$ cat src/rtl/apple_spawner.sv
`default_nettype none
// ============================================================================
//  Module      : apple_spawner
//  Description : Places pseudo-random on-grid apples for the snake game and
//                holds each one until the snake head lands on it. When an
//                apple is eaten, the block pulses eaten, parks the apple at
//                the off-grid sentinel 7'h7F for one cycle, and then places a
//                new apple that does not coincide with the head.
//
//  Ports
//    clk         in   1  system clock, rising-edge
//    reset       in   1  synchronous active-high reset, overrides all inputs
//    gameOver    in   1  freezes the block until the next reset
//    snakeX      in   7  snake head X
//    snakeY      in   7  snake head Y
//    apple1X     out  7  apple X, 7'h7F when no apple is placed
//    apple1Y     out  7  apple Y, 7'h7F when no apple is placed
//    appleValid  out  1  high while an on-grid apple is placed
//    eaten       out  1  one-cycle pulse per consumed apple
//    appleCount  out  7  apples consumed since reset, saturating at 127
//
//  Revision    : 1.0  initial release
// ============================================================================
module apple_spawner #(
    parameter int          X_MAX = 79,
    parameter int          Y_MAX = 59,
    parameter logic [15:0] SEED  = 16'h0001
) (
    input  logic       clk,
    input  logic       reset,
    input  logic       gameOver,
    input  logic [6:0] snakeX,
    input  logic [6:0] snakeY,
    output logic [6:0] apple1X,
    output logic [6:0] apple1Y,
    output logic       appleValid,
    output logic       eaten,
    output logic [6:0] appleCount
);

    // An all-zero LFSR would lock up, so a zero seed is replaced.
    localparam logic [15:0] C_SEED      = (SEED == 16'h0000) ? 16'hACE1 : SEED;
    localparam logic [7:0]  C_X_MAX     = 8'(X_MAX);
    localparam logic [7:0]  C_Y_MAX     = 8'(Y_MAX);
    localparam logic [6:0]  C_OFF_GRID  = 7'h7F;
    localparam logic [6:0]  C_COUNT_MAX = 7'd127;

    typedef enum logic [1:0] {
        S_SPAWN  = 2'd0,
        S_PLACED = 2'd1,
        S_FROZEN = 2'd2
    } state_t;

    state_t      r_state;
    state_t      w_state_nxt;
    logic [15:0] r_lfsr;
    logic [6:0]  w_x_nxt;
    logic [6:0]  w_y_nxt;
    logic        w_valid_nxt;
    logic        w_eaten_nxt;
    logic [6:0]  w_count_nxt;

    // ------------------------------------------------------------------------
    // Candidate generation. Raw values are 0..127; one subtraction of
    // (MAX+1) folds most out-of-range values back onto the grid, and anything
    // still out of range is simply rejected and retried next cycle.
    // ------------------------------------------------------------------------
    logic [7:0] w_raw_x;
    logic [7:0] w_raw_y;
    logic [7:0] w_fold_x;
    logic [7:0] w_fold_y;
    logic       w_cand_ok;
    logic       w_head_on_apple;

    assign w_raw_x  = {1'b0, r_lfsr[6:0]};
    assign w_raw_y  = {1'b0, r_lfsr[14:8]};
    assign w_fold_x = (w_raw_x > C_X_MAX) ? (w_raw_x - (C_X_MAX + 8'd1)) : w_raw_x;
    assign w_fold_y = (w_raw_y > C_Y_MAX) ? (w_raw_y - (C_Y_MAX + 8'd1)) : w_raw_y;

    assign w_cand_ok = (w_fold_x <= C_X_MAX) && (w_fold_y <= C_Y_MAX) &&
                       !((w_fold_x[6:0] == snakeX) && (w_fold_y[6:0] == snakeY));

    assign w_head_on_apple = (snakeX == apple1X) && (snakeY == apple1Y);

    // ------------------------------------------------------------------------
    // Next-state and next-output logic
    // ------------------------------------------------------------------------
    always_comb begin
        w_state_nxt = r_state;
        w_x_nxt     = apple1X;
        w_y_nxt     = apple1Y;
        w_valid_nxt = appleValid;
        w_eaten_nxt = 1'b0;
        w_count_nxt = appleCount;

        // gameOver takes priority over a simultaneous eat or placement.
        if (gameOver) begin
            w_state_nxt = S_FROZEN;
        end else begin
            case (r_state)
                S_SPAWN: begin
                    if (w_cand_ok) begin
                        w_x_nxt     = w_fold_x[6:0];
                        w_y_nxt     = w_fold_y[6:0];
                        w_valid_nxt = 1'b1;
                        w_state_nxt = S_PLACED;
                    end
                end
                S_PLACED: begin
                    if (w_head_on_apple) begin
                        // Park off-grid so the consumer sees one match cycle only.
                        w_x_nxt     = C_OFF_GRID;
                        w_y_nxt     = C_OFF_GRID;
                        w_valid_nxt = 1'b0;
                        w_eaten_nxt = 1'b1;
                        if (appleCount != C_COUNT_MAX) begin
                            w_count_nxt = appleCount + 7'd1;
                        end
                        w_state_nxt = S_SPAWN;
                    end
                end
                S_FROZEN: begin
                    w_state_nxt = S_FROZEN;
                end
                default: begin
                    w_state_nxt = S_SPAWN;
                end
            endcase
        end
    end

    // ------------------------------------------------------------------------
    // State and output registers. The LFSR keeps running even when frozen.
    // ------------------------------------------------------------------------
    always_ff @(posedge clk) begin
        if (reset) begin
            r_state    <= S_SPAWN;
            r_lfsr     <= C_SEED;
            apple1X    <= C_OFF_GRID;
            apple1Y    <= C_OFF_GRID;
            appleValid <= 1'b0;
            eaten      <= 1'b0;
            appleCount <= 7'd0;
        end else begin
            r_state    <= w_state_nxt;
            r_lfsr     <= {r_lfsr[14:0], r_lfsr[15] ^ r_lfsr[13] ^ r_lfsr[12] ^ r_lfsr[10]};
            apple1X    <= w_x_nxt;
            apple1Y    <= w_y_nxt;
            appleValid <= w_valid_nxt;
            eaten      <= w_eaten_nxt;
            appleCount <= w_count_nxt;
        end
    end

endmodule
`default_nettype wire
$ cat config.mk
export PLATFORM = sky130hd
export DESIGN_NAME = apple_spawner
export DESIGN_NICKNAME = d
export VERILOG_FILES = /design/src/rtl/apple_spawner.sv
export SDC_FILE = /design/constraint.sdc
export NUM_CORES = 1
export LEC_CHECK = 0
export ABC_AREA = 1
export CAP_MARGIN = 25
export CORE_MARGIN = 1.5
export CORE_UTILIZATION = 53
export DETAILED_ROUTE_END_ITERATION = 10
export GPL_TIMING_DRIVEN = 1
export PLACE_DENSITY = 0.87
export SYNTH_ARGS = -nofsm -noshare
export SYNTH_HDL_FRONTEND = slang
export SYNTH_SLANG_ARGS = --single-unit
$ cat constraint.sdc
create_clock -name clk -period 2.4 [get_ports clk]
set_clock_uncertainty 0.05 [all_clocks]
set_input_delay 0.6 -clock clk [delete_from_list [all_inputs] [get_ports clk]]
set_output_delay 0.6 -clock clk [all_outputs]
set_load 0.02 [all_outputs]
==> results.txt <==
status: completed
critical path arrival: 2.54 ns
die span in y: 69.80 um
Crit-path slowest cell: clkdlybuf4s50_1
core area: 0.004324 mm2
maximum buffer depth of the clock tree: 2
FMAX: 0.4211 GHz
Setup TNS: 0 ns
Max IR drop VDD: 348.4 uV
# setup viols final: 0
Switch Pwr: 0.4702 mW
Root Driver: clkbuf_8
Die Area: 0.004871 mm2
count of final hold-check violations: 0
PwrDens: 494.3 mW/mm2
slack of the critical path: 0.02547 ns
Post-DP HPWL: 4477 um
mux cell area share after synthesis: 0%
YS warnings: 0
number of diodes: 0
Hold Path Depth: 2
pin count of the biggest net entering global routing: 24
Avg Inst Size Synth: 6.737 um2
post-synth cell types: 33
CTS tree: built
DR pass1 iterations: 7
startpoint types: primary input
post-route ant nets: 0
post-synthesis instance area: 0.002365 mm2
Leakage: 1.472 nW
H-tree depth: 2
period utilisation layout: 98.94%
total CTS buffers: 5
initial antenna violation count: 0
minimum clock period: 2.375 ns
Net Count, Synth: 373
Worst Path Required: 2.57 ns
Seq cells post-synth: 41
clock power share: 30.3%
Comb pwr share: 21.6%
Syn Inst Count: 351
worst min-delay path class: reg -> reg
first-pass GRT wire length: 10140 um
Synth Area in Compound Gates: 4.339%
Crit path top cell by count: nand3_1
placer congestion estimate: 0.9027
Worst path depth: 12
Avg WL per Cell: 13.96 um
Final Core Density: 72.34%
max_cap viols: 0
Post-Synth Adder-Cell Area: 2.646%
Final nets: 430
vias in the first global route: 2282
final wirelength: 6434 um
crit path cell chain: clkdlybuf4s50_1 -> xnor2_1 -> nand3_1 -> nor3_2 -> nand2_1 -> nand2_1 -> inv_2 -> nor2_8 -> buf_12 -> buf_12 -> nand3_1 -> nand3_1
Clock Latency Late Sink: 0.31 ns
switching share of power: 30.41%
DRT iter0 DRCs: 240
Reg2Reg Depth: 14
combinational family with the most area after synthesis: simple AND/OR/NAND/NOR gates
xor/xnor cell area share of the yosys netlist: 4.815%
DIE WIDTH: 69.80 um
Total Power: 1.546 mW
Total Routing Usage GR: 25.93%
DR vias: 2533
Setup crit end kind: flop
Starting Density: 54.69%
drc violations: 0
part of the power in registers: 48.0%
FP Rows: 24
Internal Power: 1.076 mW
buffers and inverters on the worst path: 4
share of cells above drive strength 1: 16.38%
worst slew pin tran: 0.5461 ns
input/output buffers: 39
CTS clk-pin slew, worst paths: 0.09 ns
CTS sink count: 41
post-place setup slack: -0.5134 ns
critical path's largest stage delay: 0.45 ns
gr ovfl total: 0
Hold Slack: 0.3715 ns
Post-Synth Simple-Gate Area: 44.55%
Slew headroom: 63.37%
sequential area share after synthesis: 34.71%
cell family with most CP delay: simple AND/OR/NAND/NOR gates
count of pins over their slew limit: 0
Setup CP Type: in -> reg
synthesis-to-finish area growth: 32.28%
io pins: 40
maximum net fanout on the critical path: 7
DR vias/cell: 5.495
metrics by stage:
| step | area [um2] | cells |
|---|---|---|
| finish | 3128 | 461 |
| global placement | 2892 | 448 |
| CTS | 3075 | 460 |
| detailed placement | 2892 | 448 |
| global route | 3128 | 461 |
| floorplan | 2365 | 351 |
area by class of cell:
cell class,count,area (um2)
Timing Repair Buffer,58,585.6
Sequential cell,41,820.8
Inverter,42,157.7
Multi-Input combinational cell,260,1409
Fill cell,348,1196
Tap cell,52,65.06
Clock buffer,5,68.82
Clock inverter,3,21.27
path summary, 6_finish.rpt:
path / from / to / slack, ns
min: r_lfsr[7] / r_lfsr[8] / 0.37
max reg2reg: r_lfsr[11] / apple1X[0] / 0.16
min reg2reg: r_lfsr[7] / r_lfsr[8] / 0.37
max: snakeX[5] / apple1X[0] / 0.03
per-layer routing:
layer  vias up  wire length, um  global-route usage, %
li1       1243                -                      -
met1      1164             2711                  33.12
met2       111             3178                  42.75
met3        15              412                  6.105
met4         0              132                  9.188
met5         -                0                      0
cells in the mapped netlist:
cell       instances  share of area, %
inv_2              1              0.16
a31oi_1            2              0.53
clkinv_1           1              0.16
nor2_2             6               1.6
nor3_2             1              0.42
ha_1               5               2.6
nor3b_1            3              0.95
buf_6              1              0.48
o22ai_1            3              0.79
nor4_1             2              0.53
o2111ai_1          1              0.37
o21ai_2            2              0.74
inv_1             40               6.3
nand2_4            2              0.95
nand3b_1           1              0.32
o21ai_0            4              0.85
nand2_2            7               1.9
a21oi_1            5               1.1
nand2_1           91                14
buf_2              1              0.21
dfxtp_1           41                35
nand4_1           10               2.6
xor2_1             8               3.0
nor3_1             5               1.1
buf_8              1              0.63
xnor2_1            5               1.9
nor2_1            38               6.0
nand3_1           50                11
or2_2              3              0.79
clkbuf_1           6              0.95
or2_0              1              0.26
nor2_8             1              0.85
nand3_2            3               1.3
registers in the layout, indices dropped and copies added (netlist names):
register / flops
apple1X: 7
apple1Y: 7
appleCount: 7
appleValid: 1
eaten: 1
r_lfsr: 16
r_state: 2
cells by family after synthesis:
family,Yosys count
AND/OR/NAND/NOR,224
buffers and inverters,51
flip-flops,41
AO/OA/AOI/OAI,17
XOR/XNOR,13
adder cells (fa/ha/maj),5
power by group through the flow:
| stage | Sequential [mW] | Clock (mW) | Combinational, mW |
|---|---|---|---|
| after floorplan | 0.780 | 0 | 0.135 |
| after global placement | 0.754 | 0 | 0.282 |
| after detailed placement | 0.756 | 0 | 0.289 |
| after CTS | 0.740 | 0.473 | 0.315 |
| after global routing | 0.747 | 0.505 | 0.357 |
| final | 0.743 | 0.469 | 0.334 |
cells in the final DEF, fill, tap and decap left out, types with 2 or more instances in the layout:
cell type | netlist | layout
a21oi_1 | 5 | 5
a31oi_1 | 2 | 2
buf_12 | 0 | 2
buf_4 | 0 | 16
clkbuf_8 | 0 | 5
clkdlybuf4s50_1 | 0 | 35
dfxtp_1 | 41 | 41
dlygate4sd2_1 | 0 | 2
dlymetal6s2s_1 | 0 | 2
ha_1 | 5 | 5
inv_1 | 40 | 38
inv_2 | 1 | 3
nand2_1 | 91 | 86
nand2_2 | 7 | 12
nand2_8 | 0 | 2
nand3_1 | 50 | 49
nand3_2 | 3 | 4
nand4_1 | 10 | 10
nor2_1 | 38 | 37
nor2_2 | 6 | 7
nor3_1 | 5 | 4
nor3_2 | 1 | 2
o21ai_0 | 4 | 4
o21ai_2 | 2 | 2
o22ai_1 | 3 | 3
or2_2 | 3 | 3
xnor2_1 | 5 | 5
xor2_1 | 8 | 8
worst reg2reg max path, cell delays in order, from the launching register on:
cell	delay, ns
dfxtp_1	0.46
ha_1	0.22
nand3_1	0.08
nand4_1	0.11
nand2_2	0.10
nand2_1	0.13
nand2_1	0.09
nand2_1	0.06
nand3_1	0.09
nor2_2	0.11
nand3_2	0.10
nand2_2	0.12
nand2_8	0.13
nand3_1	0.13
nand3_1	0.11
timing repair:
| item | in CTS | in global routing |
|---|---|---|
| pin swaps | 5 | 5 |
| hold buffers | 0 | 0 |
| setup endpoints to repair | 20 | 21 |
| resized for setup | 9 | 11 |
| cloned | 1 | 1 |
| setup buffers | 3 | 0 |
Note: power is estimated with default switching activity, not from simulation.
